==> config.mk <==
export PLATFORM = sky130hd
export DESIGN_NAME = shift_arbiter
export DESIGN_NICKNAME = d
export VERILOG_FILES = /design/src/rtl/shift_pkg.sv /design/src/rtl/shift_arbiter_rr_arb2.sv /design/src/rtl/shifter.sv /design/src/rtl/shift_arbiter.sv
export SDC_FILE = /design/constraint.sdc
export NUM_CORES = 1
export LEC_CHECK = 0
export ABC_AREA = 0
export BUFFER_PORTS_ARGS = -buffer_cell sky130_fd_sc_hd__buf_2
export CORE_UTILIZATION = 30
export DETAILED_ROUTE_END_ITERATION = 7
export GPL_TIMING_DRIVEN = 0
export PLACE_DENSITY = 0.59
export RECOVER_POWER = 50
export SETUP_SLACK_MARGIN = 0.1
export SLEW_MARGIN = 30
export SYNTH_ARGS = -nofsm -noshare
export SYNTH_HDL_FRONTEND = slang
export SYNTH_SLANG_ARGS = --single-unit
==> constraint.sdc <==
create_clock -name clk -period 3.5 [get_ports clk]
set_input_delay 0.7 -clock clk [delete_from_list [all_inputs] [get_ports clk]]
set_output_delay 0.7 -clock clk [all_outputs]
set_load 0.05 [all_outputs]
==> src/rtl/shift_pkg.sv <==
// Shared definitions for the shifter front end: op encodings and requester IDs.
package shift_pkg;

    // {right, arith}; LUI reuses the left-shift path with a fixed amount of 16
    typedef enum logic [1:0] {
        SH_SLL = 2'b00,
        SH_LUI = 2'b01,
        SH_SRL = 2'b10,
        SH_SRA = 2'b11
    } sh_op_e;

    localparam logic REQ_EX = 1'b0;
    localparam logic REQ_MD = 1'b1;

endpackage

==> src/rtl/shift_arbiter_rr_arb2.sv <==
// Two-way round-robin arbiter; last_grant only moves on an accepted transfer.
module rr_arb2
    import shift_pkg::*;
(
    input  logic       clk_i,
    input  logic       rst_i,
    input  logic [1:0] req_i,
    input  logic       xfer_i,
    output logic [1:0] grant_o
);

    logic last_q, last_d;

    always_comb begin
        grant_o = 2'b00;
        unique case (req_i)
            2'b01:   grant_o = 2'b01;
            2'b10:   grant_o = 2'b10;
            2'b11:   grant_o = (last_q == REQ_MD) ? 2'b01 : 2'b10;
            default: grant_o = 2'b00;
        endcase
    end

    always_comb begin
        last_d = last_q;
        if (xfer_i) begin
            last_d = grant_o[1] ? REQ_MD : REQ_EX;
        end
    end

    always_ff @(posedge clk_i or posedge rst_i) begin
        if (rst_i) begin
            last_q <= REQ_MD;
        end else begin
            last_q <= last_d;
        end
    end

endmodule

==> src/rtl/shifter.sv <==
// Shared combinational barrel shifter; {right, arith} = 2'b01 selects LUI.
module shifter (
    input  logic [31:0] data_i,
    input  logic [31:0] sa_i,
    input  logic        right_i,
    input  logic        arith_i,
    output logic [31:0] result_o
);

    always_comb begin
        result_o = data_i;
        unique case ({right_i, arith_i})
            2'b00: result_o = data_i << sa_i;
            2'b01: result_o = data_i << 16;
            2'b10: result_o = data_i >> sa_i;
            2'b11: result_o = $signed(data_i) >>> sa_i;
        endcase
    end

endmodule

==> src/rtl/shift_arbiter.sv <==
// Two-requester, two-stage pipelined front end for the shared barrel shifter.
module shift_arbiter
    import shift_pkg::*;
#(
    parameter int unsigned TAG_W = 4
) (
    input  logic             clk,
    input  logic             rst,
    input  logic [1:0]       req_valid,
    output logic [1:0]       req_ready,
    input  logic [31:0]      req_data0,
    input  logic [31:0]      req_data1,
    input  logic [4:0]       req_sa0,
    input  logic [4:0]       req_sa1,
    input  logic [1:0]       req_op0,
    input  logic [1:0]       req_op1,
    input  logic [TAG_W-1:0] req_tag0,
    input  logic [TAG_W-1:0] req_tag1,
    output logic             resp_valid,
    input  logic             resp_ready,
    output logic [31:0]      resp_data,
    output logic             resp_id,
    output logic [TAG_W-1:0] resp_tag
);

    logic             s1_valid_q, s1_valid_d;
    logic [31:0]      s1_data_q,  s1_data_d;
    logic [4:0]       s1_sa_q,    s1_sa_d;
    sh_op_e           s1_op_q,    s1_op_d;
    logic             s1_id_q,    s1_id_d;
    logic [TAG_W-1:0] s1_tag_q,   s1_tag_d;

    logic             s2_valid_q, s2_valid_d;
    logic [31:0]      s2_data_q,  s2_data_d;
    logic             s2_id_q,    s2_id_d;
    logic [TAG_W-1:0] s2_tag_q,   s2_tag_d;

    logic [1:0]       grant;
    logic             s1_load, s2_load, xfer;
    logic [31:0]      shift_res;

    assign s2_load = s1_valid_q && (!s2_valid_q || resp_ready);
    assign s1_load = !s1_valid_q || s2_load;

    // Gated by rst so nothing is offered while the pipeline is held in reset
    assign req_ready = (rst || !s1_load) ? 2'b00 : grant;
    assign xfer      = |(req_valid & req_ready);

    rr_arb2 u_arb (
        .clk_i   (clk),
        .rst_i   (rst),
        .req_i   (req_valid),
        .xfer_i  (xfer),
        .grant_o (grant)
    );

    shifter u_shifter (
        .data_i   (s1_data_q),
        .sa_i     ({27'b0, s1_sa_q}),
        .right_i  (s1_op_q[1]),
        .arith_i  (s1_op_q[0]),
        .result_o (shift_res)
    );

    always_comb begin
        s1_valid_d = s1_valid_q;
        s1_data_d  = s1_data_q;
        s1_sa_d    = s1_sa_q;
        s1_op_d    = s1_op_q;
        s1_id_d    = s1_id_q;
        s1_tag_d   = s1_tag_q;
        if (xfer) begin
            s1_valid_d = 1'b1;
            s1_data_d  = grant[1] ? req_data1 : req_data0;
            s1_sa_d    = grant[1] ? req_sa1   : req_sa0;
            s1_op_d    = sh_op_e'(grant[1] ? req_op1 : req_op0);
            s1_id_d    = grant[1] ? REQ_MD    : REQ_EX;
            s1_tag_d   = grant[1] ? req_tag1  : req_tag0;
        end else if (s2_load) begin
            s1_valid_d = 1'b0;
        end
    end

    always_comb begin
        s2_valid_d = s2_valid_q;
        s2_data_d  = s2_data_q;
        s2_id_d    = s2_id_q;
        s2_tag_d   = s2_tag_q;
        if (s2_load) begin
            s2_valid_d = 1'b1;
            s2_data_d  = shift_res;
            s2_id_d    = s1_id_q;
            s2_tag_d   = s1_tag_q;
        end else if (resp_ready) begin
            s2_valid_d = 1'b0;
        end
    end

    always_ff @(posedge clk or posedge rst) begin
        if (rst) begin
            s1_valid_q <= 1'b0;
            s1_data_q  <= '0;
            s1_sa_q    <= '0;
            s1_op_q    <= SH_SLL;
            s1_id_q    <= REQ_EX;
            s1_tag_q   <= '0;
            s2_valid_q <= 1'b0;
            s2_data_q  <= '0;
            s2_id_q    <= REQ_EX;
            s2_tag_q   <= '0;
        end else begin
            s1_valid_q <= s1_valid_d;
            s1_data_q  <= s1_data_d;
            s1_sa_q    <= s1_sa_d;
            s1_op_q    <= s1_op_d;
            s1_id_q    <= s1_id_d;
            s1_tag_q   <= s1_tag_d;
            s2_valid_q <= s2_valid_d;
            s2_data_q  <= s2_data_d;
            s2_id_q    <= s2_id_d;
            s2_tag_q   <= s2_tag_d;
        end
    end

    assign resp_valid = s2_valid_q;
    assign resp_data  = s2_data_q;
    assign resp_id    = s2_id_q;
    assign resp_tag   = s2_tag_q;

endmodule
==> results.yml <==
run_status:
  status: "complete, no violations"
clocking:
  clk_latency_ns: 0.36
  holdBufCountCts: 0
  htreeDepth: 3
  numCtsBuffers: 9
  cts.path.max_buffers: 2
  cts.sinks: 84
  clkTransAtPathRegs_ns: 0.07
  post_cts_buffers: 0
  cts_tree: "yes"
  cts_root_buf: "clkbuf_16"
  cts_resized: 0
grt:
  grt_pass1_wl_um: 59460
  grt_max_degree: 56
  overflow: 0
  first_global_vias: 8143
  antenna_found_initial: 1
  grt_use_total_pct: 29.43
setup_path:
  setup.worst_path.class: "flop to flop"
  arrival_ns: 3.54
  critPathMaxFanout: 10
  cp.required_ns: 3.73
  endpoint_kind: "flop"
  start_kind: "flop"
flow_run:
  drv_cap: 0
cells_and_area:
  drive_gt1_share_pct: 28.12
  final.fill_count: 2812
  multi_input_area_um2: 5583
  nets: 1096
  regArea_um2: 2103
  syn2layout_area_growth_pct: 16.90
  stdcell_count: 1352
  fin_util_pct: 35.74
route:
  drtAntennaViolNets: 0
  dr_total_vias: 8480
  drtPass1Iterations: 5
  via_per_inst: 6.272
  drcViolationCount: 0
  drt_iter0_drc: 1151
  wl_per_cell_um: 30.22
  postRouteWirelength_um: 40860
logic_synthesis:
  synth_ff_type: "dfrtp_1"
  synth-edff-count: 0
  yosys.area.top_type: "dfrtp_1"
  synth_nets: 952
  yosysTopAreaCellShare_pct: 25.21
  ys_seq_elements: 84
  async_flop_share_pct: 100.0
  seq_area_frac_synth_pct: 25.53
  yosys_warnings: 0
  ys_types: 73
  syn_avg_cell_area_um2: 9.569
  synth_common_cells: "nand2_1, mux2i_1, dfrtp_1, mux4_2, nor2_1"
  synth_area_leaders: "dfrtp_1, mux4_2, mux2i_1"
  syn_inst: 861
  yosysMostFrequentCell: "nand2_1"
  synth_area_um2: 8239
pwr:
  total_power_w: 0.007119
  ir_drop_v: 0.0002558
  p_leak_nw: 3.893
  p_per_area_nw_per_um2: 739.1
sta:
  hold_viol: 0
  period_needed_ns: 3.311
  maxSlewHeadroom_pct: 8.335
  tightestPinTransition_ns: 1.375
  setup_viol_count_final: 0
  rsz0062_at_grt: "false"
  fin_skew_ns: 0.008966
  drv_slew: 0
  setup_tns_ns: 0
  post-route-period-util_pct: 94.61
  holdWs_ns: 0.4740
  max_freq_mhz: 302.0
placed_design:
  place_congestion: 0.9963
  dpl.hpwl_um: 31780
  port_buffers: 130
  dp.cells: 1334
die:
  design.die.area_um2: 28130
  rows: 60
  die_height_um: 167.7
  initial_core_util_pct: 30.57
  io_pins: 131
  die_w_um: 167.7
  core_area_um2: 26950
worst_hold_path:
  hold_class: "flop to flop"
flip-flops by register name, summed over array words and instances, names as in the netlist:
| signal | flops |
|---|---|
| s1_sa_q | 5 |
| resp_tag | 4 |
| resp_valid | 1 |
| s1_valid_q | 1 |
| resp_data | 32 |
| resp_id | 1 |
| s1_tag_q | 4 |
| s1_data_q | 32 |
| u_arb.last_q | 1 |
| s1_op_q | 2 |
| s1_id_q | 1 |
routing by layer:
metal  GRT usage, %  vias up  wire (um)
met5              0        -          0
met4          11.37        0       1616
met3          7.540       91       4111
met2          44.75      563      18040
met1          39.94     4258      17100
li1               -     3568          -
placed cells by master (no fill, tap or decap), types with 4 or more instances in the layout:
master	n
dfrtp_1	83
nor3_1	10
buf_1	8
o311ai_1	4
a21o_1	5
clkbuf_1	83
o21ai_1	10
a21oi_1	31
a31oi_1	13
mux2_2	20
buf_6	4
mux4_2	83
inv_2	4
o221ai_1	4
buf_2	130
o22ai_1	7
nor2_1	73
o211ai_1	8
nor2b_1	7
clkbuf_16	9
nand2_1	114
a221oi_1	8
nand3_1	8
mux2i_1	89
o32a_1	4
nand2b_1	6
a211oi_1	12
and2_1	9
nor4_1	4
o21ai_0	56
buf_4	13
through the flow:
step | worst slack [ns] | cell area, um^2
finish | 0.1886 | 9632
global route | 0.2263 | 9629
CTS | 0.2751 | 9673
detailed placement | 0.3004 | 9371
global placement | -0.4417 | 9316
floorplan | 0.6365 | 8239
worst max-delay path, cell delays in order (launching register included):
cell	delay (ns)
dfrtp_1	0.47
buf_2	0.33
buf_2	0.34
buf_1	0.60
buf_1	0.73
a211oi_1	0.21
o21ai_1	0.37
a21oi_1	0.13
final cells by class:
| cell class | count | share of cell area, % |
|---|---|---|
| antenna | 1 | 0.02598 |
| buffer | 107 | 5.534 |
| clock buffer | 10 | 2.377 |
| clock inverter | 6 | 0.7534 |
| inverter | 10 | 0.4027 |
| multi-input combinational | 660 | 57.96 |
| sequential | 84 | 21.84 |
| tap | 341 | 4.430 |
| timing repair buffer | 133 | 6.677 |
cell families (layout without fill, tap and decap cells):
family | after synthesis | in the layout | share of synthesized area (%)
other cells | 0 | 1 | 0
buf+inv | 117 | 266 | 6.925
flops | 84 | 84 | 25.53
simple gates | 248 | 248 | 12.92
mux | 195 | 195 | 36.64
compound gates | 217 | 217 | 17.98
power breakdown:
group	switching (W)	internal [W]
Combinational	0.00311	0.00149
Sequential	0.000224	0.00126
Clock	0.000472	0.000562
Total	0.00381	0.00331
final timing paths:
kind,startpoint,endpoint,slack (ns),cells past startpoint
setup / recovery,s1_sa_q[2],resp_data[0],0.19,7
hold / removal,s1_tag_q[1],resp_tag[1],0.47,2
setup reg to reg,s1_sa_q[2],resp_data[0],0.19,7
hold reg to reg,s1_tag_q[1],resp_tag[1],0.47,2
max in group asynchronous,rst,resp_data[0],0.97,3
min in group asynchronous,rst,resp_data[2],0.62,2
Power figures use the tool's default switching activity.
